File: src/rtl/latch_write_arbiter.sv
// Two-requester round-robin arbiter driving a shared bank of edge-triggered latches.
// The winner's address/data are captured at grant; one trigger pulse per write, then a guard gap.
module latch_write_arbiter #(
  parameter int W     = 8,
  parameter int N     = 4,
  parameter int AW    = 2,
  parameter int PULSE = 2,
  parameter int GAP   = 1
) (
  input  logic          clk,
  input  logic          rst,
  input  logic          a_req,
  input  logic [AW-1:0] a_addr,
  input  logic [W-1:0]  a_data,
  output logic          a_ack,
  input  logic          b_req,
  input  logic [AW-1:0] b_addr,
  input  logic [W-1:0]  b_data,
  output logic          b_ack,
  output logic [N-1:0]  trig,
  output logic [W-1:0]  d,
  output logic          err,
  output logic          busy
);

  // state  | meaning
  // IDLE   | sample requests, arbitrate, capture winner's addr/data
  // SETUP  | data settles on d, all triggers low (1 cycle)
  // STROBE | trig[sel] high for PULSE cycles
  // HOLD   | triggers low, d held for GAP cycles; ack/err in first cycle
  typedef enum logic [1:0] {IDLE, SETUP, STROBE, HOLD} state_t;

  localparam logic [3:0]  PULSE_TC = 4'(PULSE - 1);
  localparam logic [3:0]  GAP_TC   = 4'(GAP - 1);
  localparam logic [AW:0] N_LIM    = (AW + 1)'(N);

  state_t        state, state_nxt;
  logic [3:0]    cnt, cnt_nxt;
  logic [AW-1:0] sel;
  logic          win_b;
  logic          last_b;
  logic          grant;
  logic          grant_b;
  logic          first_hold;
  logic          oob;

  always_comb begin
    state_nxt = state;
    cnt_nxt   = cnt;
    grant     = 1'b0;
    grant_b   = 1'b0;
    case (state)
      IDLE: begin
        if (a_req || b_req) begin
          grant     = 1'b1;
          // on a tie, the side that did not win last time takes it
          grant_b   = b_req && (!a_req || !last_b);
          state_nxt = SETUP;
        end
      end
      SETUP: begin
        state_nxt = STROBE;
        cnt_nxt   = PULSE_TC;
      end
      STROBE: begin
        if (cnt == 4'd0) begin
          state_nxt = HOLD;
          cnt_nxt   = GAP_TC;
        end else begin
          cnt_nxt = cnt - 4'd1;
        end
      end
      HOLD: begin
        if (cnt == 4'd0) state_nxt = IDLE;
        else             cnt_nxt   = cnt - 4'd1;
      end
      default: state_nxt = IDLE;
    endcase
  end

  always_ff @(posedge clk) begin
    if (rst) begin
      state  <= IDLE;
      cnt    <= 4'd0;
      sel    <= '0;
      d      <= '0;
      win_b  <= 1'b0;
      last_b <= 1'b1;
    end else begin
      state <= state_nxt;
      cnt   <= cnt_nxt;
      if (grant) begin
        sel    <= grant_b ? b_addr : a_addr;
        d      <= grant_b ? b_data : a_data;
        win_b  <= grant_b;
        last_b <= grant_b;
      end
    end
  end

  assign first_hold = (state == HOLD) && (cnt == GAP_TC);
  assign oob        = {1'b0, sel} >= N_LIM;
  assign a_ack      = first_hold && !win_b;
  assign b_ack      = first_hold && win_b;
  assign err        = first_hold && oob;
  assign busy       = (state != IDLE);

  // an out-of-range sel matches no index, so trig stays zero
  always_comb begin
    trig = '0;
    if (state == STROBE) begin
      for (int i = 0; i < N; i++) begin
        if (sel == AW'(i)) trig[i] = 1'b1;
      end
    end
  end

endmodule

File: config.mk
export PLATFORM = sky130hd
export DESIGN_NAME = latch_write_arbiter
export DESIGN_NICKNAME = d
export VERILOG_FILES = /design/src/rtl/latch_write_arbiter.sv
export SDC_FILE = /design/constraint.sdc
export NUM_CORES = 1
export LEC_CHECK = 0
export ABC_CLOCK_PERIOD_IN_PS = 3400
export BUFFER_PORTS_ARGS = -buffer_cell sky130_fd_sc_hd__buf_4
export CAP_MARGIN = 10
export CORE_UTILIZATION = 45
export CTS_CLUSTER_DIAMETER = 100
export CTS_CLUSTER_SIZE = 25
export DETAILED_ROUTE_END_ITERATION = 8
export PLACE_DENSITY = 0.74
export SLEW_MARGIN = 20
export SYNTH_ARGS = -nofsm -noshare
export SYNTH_HDL_FRONTEND = slang
export SYNTH_SLANG_ARGS = --single-unit
File: constraint.sdc
create_clock -name clk -period 3.4 [get_ports clk]
set_input_delay 0.34 -clock clk [delete_from_list [all_inputs] [get_ports clk]]
set_output_delay 0.34 -clock clk [all_outputs]
set_load 0.02 [all_outputs]
==> results of run 1 <==
cell type report:
type | count | share of cell area
well taps | 28 | 0.0256
clock buffers | 4 | 0.0266
multi-input cells | 81 | 0.434
repair buffers | 38 | 0.209
flip-flops and latches | 18 | 0.264
inverters | 15 | 0.0412
synth_stat cells (all sizes together) (2+ instances only):
cell    count
nor2       17
ha          4
a21oi      14
and3        3
dfxtp      18
buf         7
nand2b      3
inv        15
o32ai      12
a211oi      2
or2         3
nand4       3
o21ai       3
nand2       4
kinds of logic (layout without fill, tap and decap cells):
group	count (synthesis)	after routing	share of synthesized area
AOI/OAI and AO/OA	38	38	0.322
adders and majority gates	4	4	0.0472
buffers and inverters	23	57	0.100
DFF	18	18	0.340
muxes	1	1	0.00945
other	1	1	0.00354
and+or+nand+nor	37	37	0.177
cell usage in the layout, fill, tap and decap left out, types with 4 or more instances in the layout:
cell type / synthesis / final
dfxtp_1: 18 / 18
o32ai_2: 10 / 10
nand2_1: 4 / 4
ha_1: 4 / 4
buf_4: 2 / 38
nor2_1: 17 / 17
inv_1: 15 / 15
a21oi_1: 14 / 14
sequential cells by signal, summed over array words and instances (netlist names):
register / count
cnt: 4
d: 8
last_b: 1
sel: 2
state: 2
win_b: 1
where the power goes:
group / total (W) / switching, W / internal, W / leakage [nW]
Clock: 0.000133 / 0.0000678 / 0.0000653 / 0.0210
Combinational: 0.000502 / 0.000290 / 0.000211 / 0.435
Sequential: 0.000307 / 0.0000392 / 0.000268 / 0.148
per-stage QoR:
step / hold slack, ns / power [W]
2_1_floorplan: 0.471 / 0.000675
3_5_place_dp: 0.471 / 0.000809
3_3_place_gp: 0.459 / 0.000788
5_1_grt: 0.307 / 0.00100
4_1_cts: 0.291 / 0.000941
6_report: 0.296 / 0.000942
routing by layer:
layer,global-route usage,vias to the layer above,share of wire
li1,-,499,-
met1,0.245,466,0.43
met2,0.416,36,0.51
met3,0.0576,2,0.052
met4,0.0417,0,0.0047
met5,0,-,0
worst max path at each step:
stage | from | to | slack (ns) | cells past startpoint
6_report | state[0] | d[4] | 1.15 | 5
5_1_grt | state[0] | d[4] | 0.95 | 5
4_1_cts | state[0] | d[4] | 1.17 | 5
3_5_place_dp | state[0] | d[4] | 1.20 | 5
3_3_place_gp | state[0] | d[4] | 1.35 | 5
2_1_floorplan | cnt[0] | a_ack | 1.94 | 5
worst max-delay path, delay by kind of cell (launching register included):
family	cells	cell delay (ns)
simple gates	1	0.57
compound gates	2	0.58
flops	1	0.33
buf+inv	1	0.10
fa+ha+maj	1	0.59
==> run metrics, run 1 <==
die height=50.5 µm; Multi-input gate area=593 µm²; post-CTS resize count=0; Yosys cell types=33; Tcrit/Tclk final=0.662; Total Routing Usage GR=0.220; Hold Crit Endpoint=cnt[3]; die area=2550 µm²; postcts setup bufs=0; outcome=completed; Layout Nets=185; critical path startpoint category=register; number of fill cells in the layout=207; row cnt=17; worst r2r path cells=5; number of register bits inferred by synthesis=18; Clock Pin Slew Worst Setup and Hold Paths=0.10 ns; post-detailed-route count of antenna-violating nets=0; Post-Place Worst Slack=1.20 ns; Hold Crit Class=input port to register; die width=50.5 µm; Tmin final=roughly 2.3 ns; Mapped Area=1060 µm²; Seq/Total Area, Yosys=0.340; post-layout util=0.618; synth top area cells=dfxtp_1 34%, o32ai_2 15%, a21oi_1 6.6%; Final WS setup=between 1 and 1.5 ns; clk_lat worst skew=0.29 ns; IO buf count=38; Final Instance Area=around 1400 µm²; Cells after DPL=180; TritonCTS buffer count=3; Critical Path RT=3.61 ns; CP max-delay cell=ha_1; final count of pins violating max slew=0; Post-Layout Cell Count=184; Ant. Diodes=0; EDFF count, synth=0; RSZ-0062 raised after global routing=false; Max Cap Viol=0; first-pass GRT wire length=4.24 mm; Pre-Repair DR Iteration Count=4; Max clock buf depth=2; Worst Setup Path Type=register to register; hold path startpoint=rst; fmax=around 440 MHz; P_leak=just over 0.6 nW; Placer Congestion=0.810; Ys Warns=0; worst vdd ir=491 µV; Final Hold Fails=0; syn nets=150; max incr delay on CP=~0.59 ns; share of cells above drive strength 1=0.365; clk sinks=18; DR WL/cell=14.0 µm; Register Area=360 µm²; critical path capture point type=register; Vias=1003; area grow syn2layout=28.9%; share of the synthesized area in the top cell type=0.340; Post-Syn Area per Cell=8.69 µm²; worst r2r src=state[0]; P per Cell Area=just under 700 nW/µm²; Core ar.=between 2000 and 2500 µm²; CP Cell Sequence=inv_1 -> ha_1 -> o21ai_1 -> or2_0 -> o32ai_2; DPL Wire Length=~1.9 mm; Worst-Margin Slew=0.933 ns; vias in the first global route=1026; Post-synth top flop=dfxtp_1; grt ovf=0; antenna violations before repair=0; slew margin rel.=0.378; starting density of the core=0.479; DRC Markers=0; Critical Path AT=2.46 ns; hold depth=2; placed inst area=1330 µm²; WL final=about 2.6 mm; initial detailed-routing violation count=29; I/O pin cnt=40; Root Driver=clkbuf_4; setup TNS=0 ns; post-synth top area cell=dfxtp_1; Crit Path Max Fanout=20; cts hold-fix bufs=0; # setup viols final=0; Final Skew=0.00228 ns; asr flop ratio synth=0; Worst R2R End=d[4]; # H-tree levels=1; R2R setup slack=1.15 ns; vias per inst=5.45; Post-Syn Instances=between 100 and 150; CTS tree=yes; pin count of the biggest net entering global routing=21
(Power assumes the default switching activity.)
==> run 2: changes to the inputs <==
Settings changed: ABC_AREA from default to 1, ABC_CLOCK_PERIOD_IN_PS 3400 to 2300, PLACE_DENSITY 0.74 to 0.75.
Clock period 3.4 ns to 2.3 ns, I/O delays scaled along.
==> run 2 against run 1 <==
  * Routed wire length is 12% lower
  * Worst hold slack worse by 0.20 ns
  * Via count is 2.3% higher
  * Critical path depth stayed put
  * Power is 71% higher
==> run metrics, run 2 <==
syn nets=between 150 and 200; R2R setup slack=about 0.81 ns; CTS tree=yes; DR WL/cell=10.8 µm; Root Driver=clkbuf_4; Placer Congestion=0.762; worst vdd ir=~590 µV; die height=a little under 50 µm; initial detailed-routing violation count=14; area grow syn2layout=30.3%; I/O pin cnt=40; Worst Setup Path Type=register to output pin; DPL Wire Length=1.79 mm; Tcrit/Tclk final=0.715; max reg flops=8; vias per inst=4.91; commonest non-fill, non-tap cells in the layout=38 x buf_4, 29 x nand2_1, 25 x inv_1; antenna violations before repair=0; Yosys cell types=21; Hold Crit Class=input port to register; final count of pins violating max slew=0; share of the synthesized area in the top cell type=0.358; cts hold-fix bufs=0; Clock Pin Slew Worst Setup and Hold Paths=0.10 ns; Final Hold Fails=0; vias in the first global route=998; synth top area cells=dfxtp_1 36%, nand2_1 11%, o21ai_0 10%; post-detailed-route count of antenna-violating nets=0; number of fill cells in the layout=~200; P per Cell Area=1230 nW/µm²; die width=49.3 µm; asr flop ratio synth=0; WL final=2.26 mm; Mapped Area=1010 µm²; row cnt=16; number of register bits inferred by synthesis=18; pin count of the biggest net entering global routing=22; Critical Path RT=2.07 ns; top cells by count, synth=29 x nand2_1, 25 x inv_1, 20 x o21ai_0; Max Cap Viol=0; P_leak=slightly below 0.7 nW; Ant. Diodes=0; postcts setup bufs=0; DRC Markers=0; # setup viols final=0; first-pass GRT wire length=3.87 mm; Layout Nets=about 210; RSZ-0062 raised after global routing=false; post-synth top area cell=dfxtp_1; Critical Path AT=between 1 and 1.5 ns; critical path startpoint category=register; post-CTS resize count=0; Max clock buf depth=2; Pre-Repair DR Iteration Count=4; # H-tree levels=1; hold_ws=0.0939 ns; critical path capture point type=output pin; Final Skew=0.00529 ns; TritonCTS buffer count=3; Post-Syn Instances=146; grt ovf=0; Core ar.=2020 µm²; Seq/Total Area, Yosys=0.358; Ys Warns=0; EDFF count, synth=0; clk_lat worst skew=0.30 ns; Vias=1026; die area=2430 µm²; Crit Path Max Fanout=7; Tmin final=1.64 ns; fmax=608 MHz; share of cells above drive strength 1=0.269; Final Instance Area=1310 µm²; Post-synth top flop=dfxtp_1; outcome=completed; placed inst area=1290 µm²; most common cell in the synthesized netlist=nand2_1; IO buf count=38; clk sinks=18; starting density of the core=0.498; most common cell after layout, fill and taps aside=buf_4; setup TNS=0 ns; leading registers by flop count=d x8, cnt x4; Post-Syn Area per Cell=between 6 and 7 µm²; most flop-heavy register=d; Cells after DPL=206; Total Routing Usage GR=0.207; Post-Layout Cell Count=around 210
run 2: cell count changes after synthesis, moves of 4 or more:
cell and change:
nand2_1 +25, o21ai_0 +18, o32ai_2 -10, nor2_1 -12, inv_1 +10, nand3_1 +8, nor3_1 +4
run 2: metal layers:
layer / routed length, µm / global-route usage / share of wire
met5: 0 / 0 / 0
met2: 1200 / 0.404 / 0.53
met3: 114 / 0.0685 / 0.051
met1: 917 / 0.197 / 0.41
met4: 30 / 0.0686 / 0.013
run 2: report_power, final:
group / internal (W) / leakage, nW / switching [W] / total, W
Clock: 0.0000611 / 0.0138 / 0.000100 / 0.000162
Sequential: 0.000440 / 0.149 / 0.0000844 / 0.000524
Combinational: 0.000350 / 0.527 / 0.000578 / 0.000928
Total: 0.000850 / 0.690 / 0.000763 / 0.00161
run 2: cell type report:
type | count | area (µm²) | area share
Inverter | 27 | 101 | 0.0773
Tap cell | 27 | 33.8 | 0.0258
Multi-Input combinational cell | 96 | 508 | 0.387
Sequential cell | 18 | 360 | 0.275
Clock buffer | 3 | 22.5 | 0.0172
Timing Repair Buffer | 38 | 285 | 0.218
run 2: metrics by stage:
| stage | util | worst slack, ns | total power (W) |
|---|---|---|---|
| floorplan | - | 1.02 | 0.00121 |
| global placement | 0.637 | 0.893 | 0.00142 |
| detailed placement | 0.637 | 0.797 | 0.00147 |
| CTS | 0.649 | 0.635 | 0.00163 |
| global route | 0.649 | 0.539 | 0.00177 |
| finish | 0.649 | 0.656 | 0.00161 |
run 2: path summary, 6_finish.rpt:
path	from	endpoint	cells past startpoint
worst max-delay path	cnt[0]	b_ack	5
worst min-delay path	rst	win_b	2
worst max register to register	state[0]	sel[0]	6
worst min register to register	last_b	last_b	2
run 2: logic make-up after synthesis:
family,after synthesis,share of synthesized area
flops,18,0.358
simple gates,54,0.254
other cells,1,0.00373
buf+inv,32,0.137
compound gates,37,0.198
fa+ha+maj,4,0.0498
run 2: worst max-delay path, stage by stage (launching register included):
cell and delay, ns:
dfxtp_1 0.32, inv_1 0.08, ha_1 0.29, nand3_4 0.15
nor2_1 0.12, buf_4 0.15
